File: src/rtl/ctrl_state_reg.sv
// ctrl_state_reg: registered half of the CPU control unit.
// Holds the control state, the instruction register and the N/P/Z/C flags.
// It also generates the fetch/flag-write strobes, a retire pulse with a
// wrapping retired-instruction counter, and a sticky illegal-state alarm.
module ctrl_state_reg #(
  parameter int          CNT_W       = 16,
  parameter logic [7:0]  FETCH_STATE = 8'h0F,
  parameter logic [7:0]  IDLE_STATE  = 8'h00
) (
  input  logic             clk,
  input  logic             rst_n,
  input  logic [7:0]       next_state,
  input  logic             stall,
  input  logic [15:0]      mem_rdata,
  input  logic [3:0]       alu_flags,
  output logic [7:0]       state,
  output logic [15:0]      instr,
  output logic [3:0]       status_reg,
  output logic             ir_load,
  output logic             flag_we,
  output logic             instr_done,
  output logic [CNT_W-1:0] retired_cnt,
  output logic             illegal_state
);

  // Flag-writing states: sub2, add2, xor2, mul3, cpu1 (packed, 8 bits each).
  localparam int         NUM_FLAG_STATES = 5;
  localparam logic [39:0] FLAG_STATES    = {8'h27, 8'h12, 8'h0E, 8'h0B, 8'h08};

  logic [7:0]       state_reg;
  logic [15:0]      instr_reg;
  logic [3:0]       status_reg_q;
  logic             instr_done_reg;
  logic [CNT_W-1:0] retired_cnt_reg;
  logic             illegal_reg;

  logic [NUM_FLAG_STATES-1:0] flag_hit;
  logic                       state_legal;
  logic                       retire_edge;

  // One comparator per flag-writing state; flag_we is their OR.
  genvar gi;
  generate
    for (gi = 0; gi < NUM_FLAG_STATES; gi++) begin : g_flag_decode
      assign flag_hit[gi] = (state_reg == FLAG_STATES[gi*8 +: 8]);
    end
  endgenerate

  assign flag_we = |flag_hit;
  assign ir_load = (state_reg == FETCH_STATE);

  // Legal map: 00..2F with a hole at 25, plus the lone 4A state.
  assign state_legal = ((state_reg <= 8'h2F) && (state_reg != 8'h25)) ||
                       (state_reg == 8'h4A);

  // An instruction retires when a legal non-idle state hands back to idle.
  assign retire_edge = !stall && (state_reg != IDLE_STATE) &&
                       (next_state == IDLE_STATE) && state_legal;

  // Control state: advances to the decoder's choice unless memory stalls.
  always_ff @(posedge clk or negedge rst_n) begin
    if (!rst_n)      state_reg <= IDLE_STATE;
    else if (!stall) state_reg <= next_state;
  end

  // Instruction register: captures the fetched word on the fetch state exit.
  always_ff @(posedge clk or negedge rst_n) begin
    if (!rst_n)                 instr_reg <= 16'h0000;
    else if (ir_load && !stall) instr_reg <= mem_rdata;
  end

  // Status flags: written from the ALU in flag-writing states.
  always_ff @(posedge clk or negedge rst_n) begin
    if (!rst_n)                 status_reg_q <= 4'h0;
    else if (flag_we && !stall) status_reg_q <= alu_flags;
  end

  // Retire pulse and counter; counter wraps naturally at all-ones.
  always_ff @(posedge clk or negedge rst_n) begin
    if (!rst_n) begin
      instr_done_reg  <= 1'b0;
      retired_cnt_reg <= '0;
    end else begin
      instr_done_reg <= retire_edge;
      if (retire_edge) retired_cnt_reg <= retired_cnt_reg + CNT_W'(1);
    end
  end

  // Sticky alarm: set whenever an illegal state is observed, stall or not.
  always_ff @(posedge clk or negedge rst_n) begin
    if (!rst_n)            illegal_reg <= 1'b0;
    else if (!state_legal) illegal_reg <= 1'b1;
  end

  assign state         = state_reg;
  assign instr         = instr_reg;
  assign status_reg    = status_reg_q;
  assign instr_done    = instr_done_reg;
  assign retired_cnt   = retired_cnt_reg;
  assign illegal_state = illegal_reg;

endmodule

File: config.mk
export PLATFORM = sky130hd
export DESIGN_NAME = ctrl_state_reg
export DESIGN_NICKNAME = d
export VERILOG_FILES = /design/src/rtl/ctrl_state_reg.sv
export SDC_FILE = /design/constraint.sdc
export NUM_CORES = 1
export LEC_CHECK = 0
export CORE_UTILIZATION = 30
export DETAILED_ROUTE_END_ITERATION = 10
export MAX_ROUTING_LAYER = met4
export PLACE_DENSITY = 0.56
export SLEW_MARGIN = 15
export SYNTH_ARGS = -nofsm -noshare
export SYNTH_HDL_FRONTEND = slang
export SYNTH_SLANG_ARGS = --single-unit
File: constraint.sdc
create_clock -name clk -period 3.3 [get_ports clk]
set_input_delay 0.66 -clock clk [delete_from_list [all_inputs] [get_ports clk]]
set_output_delay 0.66 -clock clk [all_outputs]
set_load 0.1 [all_outputs]
==> run metrics <==
postcts setup bufs 0; async set-reset flop share out of synthesis 1.00; HP Class input port to asynchronous set/reset pin; PwrDens 571 nW/µm²; Warnings, synthesis 0; Post-Syn Area 2010 µm²; final non-filler cell total 305; Clock Pin Slew Worst Setup and Hold Paths 0.08 ns; violations in the final reports design-rule violations; Ant. Diodes 0; top cells by area, synth dfrtp_1 57%, mux2_2 16%, xnor2_1 5.7%; CP Capture Type output pin; Tcrit/Tclk final 0.802; Tot Pwr 1650 µW; Synth top area share 0.573; Worst VDD drop 146 µV; die height 83.8 µm; share of cells above drive strength 1 0.434; most common cell in the synthesized netlist dfrtp_1; Syn-to-layout area delta 43.7%; Placed Area 2780 µm²; Resize count post-CTS 0; H-tree levels 2; cts hold-fix bufs 0; Main synth FF type dfrtp_1; part of the power in registers 0.397; die width 83.8 µm; Mean Syn Cell Area 14.2 µm²; placed cell count 297; number of global-route vias before repair 1,474; Comb pwr share 0.365; Psw 679 µW; Syn Inst Count 142; post-synth top area cell dfrtp_1; WS Path Type register to output pin; gr ovfl total 0; initial core utilization 0.313; Routed WL 4250 µm; largest net degree at the start of global routing 47; Final ANT Viol Nets 0; RSZ-0062 raised after global routing no; drc violations 16; via-per-instance ratio 4.83; Final nets 259; worst-path maximum fanout 7; Port Buf Inserts 78; Fin Hold WS 0.353 ns; status finished, violations left; Netlist cell types 32; flops & latches, synth 46; Critical Path AT 1.99 ns; Finished Cell Area 2890 µm²; hpwl dp 3050 µm; via count 1,472; average routed wire per standard cell 13.9 µm; CP required 2.64 ns; Internal Power 970 µW; fmax 0.378 GHz; Sw Share 0.412; Slew Limit Fails 0; First DRT Iteration DRCs 83; worst-margin pin slew 0.639 ns; Final GP Congestion 0.740; relative slew slack 0.570; CTS tree done; reg2reg setup slack 1.06 ns; Clock Power Share 0.238; IO Pins 79; setup_tns 0 ns; Synth Net Count 174; total track usage 0.133; fin crit period 2.65 ns; FILL cells 597; core area 6420 µm²; cts bufs inserted 5; Bufs on Longest Clock Path 2; worst-skew pair later-pin latency 0.29 ns; Worst Skew 0.00490 ns; sequential-to-total area share from yosys stat 0.573; row count 29; Final setup viols 0; max-cap violations 0; Multi-input gate area 846 µm²; Final Hold Fails 0; Pleak 0.00133 µW; die area 7030 µm²; CP Launch Type register; root cell of the clock tree clkbuf_8; Post-synth EDFFs 0; First-pass DRT Iterations 7; initial antenna violation count 0; first-pass GRT wire length 7240 µm; Clock Sinks 46; top cells by count, synth 46 x dfrtp_1, 29 x mux2_2, 13 x xnor2_1; register area 1150 µm²
## cells in the final DEF (no fill, tap or decap), drive strengths merged
cell and n:
nand3 8, a32o 1, nor2 1, nor4b 1, ha 1, clkdlybuf4s50 29, or4 1, nor4 5
buf 52, a211o 1, mux2i 1, and4 3, mux2 29, and3 5, dfrtp 46, or3 2
nand3b 1, xnor2 13, nand2 4, xor2 3, clkbuf 8, nor3 1, inv 1, a21oi 1
nor2b 1, nand4 6, a221oi 1, o21ai 1, o31ai 1
## stage by stage
step	setup WS (ns)	util
after floorplan	0.140	-
after global placement	0.772	0.432
after detailed placement	0.749	0.432
after CTS	0.654	0.449
after global routing	0.584	0.450
final	0.653	0.450
## layer usage
layer	wire length (µm)	part of all wire	GRT usage
met5	0	0	-
met4	25	0.0059	0.0298
met3	376	0.089	0.0415
met2	1850	0.44	0.195
met1	1990	0.47	0.180
## power by group through the flow
stage                     logic, µW  registers [µW]  clock network [µW]
final                           601             655                 392
after global routing            619             665                 436
after CTS                       606             654                 410
after detailed placement        606             666                   0
after global placement          605             665                   0
after floorplan                72.4            1040                   0
## area by class of cell
type | instances | share of cell area
Inverter | 1 | 0.00130
Timing Repair Buffer | 81 | 0.236
Clock buffer | 8 | 0.0381
Multi-Input combinational cell | 92 | 0.293
Tap cell | 77 | 0.0334
Sequential cell | 46 | 0.399
## worst paths after layout
check                           cells after the start           from              end
worst max-delay path                                3       state[7]          flag_we
worst min-delay path                                1          rst_n    status_reg[3]
worst max register to register                      5       state[5]   retired_cnt[1]
worst min register to register                      1  illegal_state    illegal_state
max in group asynchronous                           1          rst_n  retired_cnt[12]
min in group clk                                    1  illegal_state    illegal_state
## kinds of logic after synthesis
kind of cell / after synthesis / synth area share
AND/OR/NAND/NOR: 39 / 0.141
buffers and inverters: 4 / 0.0118
XOR/XNOR: 16 / 0.0697
AO/OA/AOI/OAI: 6 / 0.0311
flip-flops: 46 / 0.573
multiplexers: 30 / 0.167
adder cells (fa/ha/maj): 1 / 0.00623
## worst max-delay path, cell delays in order, from the launching register on
cell	delay, ns
dfrtp_1	0.46
nor4_1	0.62
a32o_1	0.31
buf_4	0.30
No activity file was read; power rests on OpenSTA's default activity.
==> edit, RTL diff (same settings) <==
`CNT_W`: 16 -> 12.
--- a/src/rtl/ctrl_state_reg.sv
+++ b/src/rtl/ctrl_state_reg.sv
@@ -3,7 +3,7 @@
 // It also generates the fetch/flag-write strobes, a retire pulse with a
 // wrapping retired-instruction counter, and a sticky illegal-state alarm.
 module ctrl_state_reg #(
-  parameter int          CNT_W       = 16,
+  parameter int          CNT_W       = 12,
   parameter logic [7:0]  FETCH_STATE = 8'h0F,
   parameter logic [7:0]  IDLE_STATE  = 8'h00
 ) (
Ports: changed (resized retired_cnt); port bits go from 79 to 75. No check against the original RTL was run, so the function may have changed too.
==> edit against the original RTL <==
  * Worst setup slack gained 0.16 ns
  * Non-clock buffer count shrank 4
  * Area after synthesis shrank 10%
  * Sequential cell count shrank 4
  * Total power shrank 8.8%
  * Critical endpoint unchanged
  * Die area shrank 9.7%
  * Count of clock-buffer cells in the layout shrank 1
  * Wire length grew 3.1%
  * Final area shrank 8.5%
==> edit: results (changes against the original RTL) <==
** Run status
- The run finished with clean final reports.

** Setup path
- The largest individual stage delay along the critical path comes from the cell sky130_fd_sc_hd__dfrtp_1.
- The worst reg2reg path depth is 5 (unchanged).
- Internal reg-to-reg setup slack :: 1.15 ns (+0.09 ns)
- In this run the critical register-to-register path is launched from state[0]$_DFFE_PN0N_.
- Family of cells with the greatest summed delay on the critical path :: flip-flops
- The peak fanout along the critical path was 8 (+1).
- The largest stage delay on the critical path came to 0.47 ns (-0.15 ns).
- The endpoint identified for the worst register-to-register timing path is retired_cnt[1]$_DFFE_PN0P_.

** Placement
- IO buf count :: 74 (-5.1%)
- Hpwl dp :: 3220 um (+5.8%)
- The placer's final routability congestion estimate was 0.805 (+8.7%).

** Cells and area
- Max reg flops :: 16
- Proportion of layout cells with a drive suffix above 1 :: 42.0% (-1.4 points)
- The final instance count without filler cells is 284 (-6.9%).
- The number of nets at the end of the flow was 243 (-6.2%).
- Antenna diode count :: 0 (unchanged)

** Clock network
- Bufs on Longest Clock Path :: 2 (unchanged)
- Clock transition at the registers of the reported paths :: 0.09 ns

** Min path
- Worst Hold Endpoint :: illegal_state$_DFFE_PN0N_
- Beginning of the worst hold path :: illegal_state$_DFFE_PN0N_
- Min-Delay Path Depth :: 1
- Worst min path class :: reg -> reg

** Global routing
- Vias in the first global route :: 1461 (-0.88%)
- First-pass GRT wire length :: 7110 um (-1.7%)
- The global-route total usage across every layer is 15.1% (+1.8 points).
- The pin count of the biggest net entering global routing was 43 (-8.5%).
- The number of antenna violations at the first check in global routing came to 0 (unchanged).

** STA
- The clock skew after layout is 0.0141 ns (+0.00917 ns).
- Max-Slew Margin vs Limit :: 37.9% (-19 points)

** Synth
- Post-synthesis net count :: 163 (-6.3%)
- The xor/xnor cell area share of the yosys netlist came to 5.81% (-1.2 points).
- The count of distinct cell types in the synthesized netlist was 31 (-3.1%).
- The area share of fa/ha/maj cells after synthesis came to 0.692% (+0.069 points).
- The sequential cell area fraction in the yosys report came to 58.1% (+0.81 points).
- Fraction of synthesized area in multiplexers :: 18.6% (+1.9 points)
- Top cell types by occurrence after synthesis :: sky130_fd_sc_hd__dfrtp_1 (42), sky130_fd_sc_hd__mux2_2 (29), sky130_fd_sc_hd__xnor2_1 (10)
- By area the synthesized netlist is led by sky130_fd_sc_hd__dfrtp_1 (58%), sky130_fd_sc_hd__mux2_2 (18%), sky130_fd_sc_hd__xnor2_1 (4.8%).
- Compound-gate portion of the synthesized area :: 2.56% (-0.55 points)
- Async set or reset register ratio after synthesis :: 100% (unchanged)
- The post-synthesis instance total was 131 (-7.7%).

** Power and ir drop
- LEAKAGE :: 1.25 nW (-6.3%)
- Peak supply drop :: 538 uV (+270%)

** Drt
- The post-detailed-route wirelength per cell was 15.4 um (+11%).
- First-pass detailed-route iteration total :: 4 (-3)
- Number of vias per cell after detailed routing :: 4.76 (-1.4%)
- Initial drt markers :: 36 (-57%)
==> edit: changes by cell type after synthesis, moves of 3 or more <==
cell,unedited run,this run
sky130_fd_sc_hd__nor2_1,1,4
sky130_fd_sc_hd__nand3_1,2,6
sky130_fd_sc_hd__nand3_2,6,0
sky130_fd_sc_hd__xnor2_1,13,10
sky130_fd_sc_hd__dfrtp_1,46,42
==> edit: cell families (layout without fill, tap and decap cells) <==
family                     Yosys count  after routing
DFF                                 42             42
and+or+nand+nor                     37             37
muxes                               30             30
xor gates and xnor gates            12             12
AOI/OAI and AO/OA                    5              5
buffers and inverters                4             85
adders and majority gates            1              1
==> edit: how the worst max path moves through the flow <==
stage | from | endpoint | slack (ns) | cells after the start
global placement | stall | retired_cnt[1]$_DFFE_PN0P_ | 0.84 | 6
finish | state[0]$_DFFE_PN0N_ | flag_we | 0.82 | 4
CTS | state[0]$_DFFE_PN0N_ | flag_we | 0.80 | 4
detailed placement | stall | retired_cnt[1]$_DFFE_PN0P_ | 0.81 | 6
global route | state[0]$_DFFE_PN0N_ | flag_we | 0.70 | 4
floorplan | state[1]$_DFFE_PN0N_ | ir_load | 0.01 | 3
==> edit: where the power goes <==
part / leakage (nW) / switching (W) / internal (W)
clock: 0.0524 / 0.000174 / 0.000227
combinational: 0.637 / 0.000381 / 0.000129
sequential: 0.557 / 0.0000372 / 0.000557
total: 1.25 / 0.000592 / 0.000912
==> edit: layer usage <==
metal  track usage [%]  up-vias  wire (um)
met4              6.55        0         82
met2              23.1       56       2110
li1                  -      634          -
met5                 -        -          0
met1              18.9      653       1900
met3              3.77        8        284
==> edit: area by class of cell <==
type | instances | area (um^2)
clock inverters | 1 | 30.0
clock buffers | 7 | 76.3
flip-flops and latches | 42 | 1050
repair buffers | 77 | 648
well taps | 72 | 90.1
multi-input cells | 85 | 746
fillers | 541 | 3030
==> edit: stage by stage <==
stage | cell area (um^2) | worst slack, ns | hold WS, ns
2_1_floorplan | 1820 | 0.0138 | 0.364
3_3_place_gp | 2530 | 0.838 | 0.459
3_5_place_dp | 2530 | 0.810 | 0.457
4_1_cts | 2640 | 0.795 | 0.477
5_1_grt | 2640 | 0.699 | 0.502
6_report | 2640 | 0.816 | 0.472
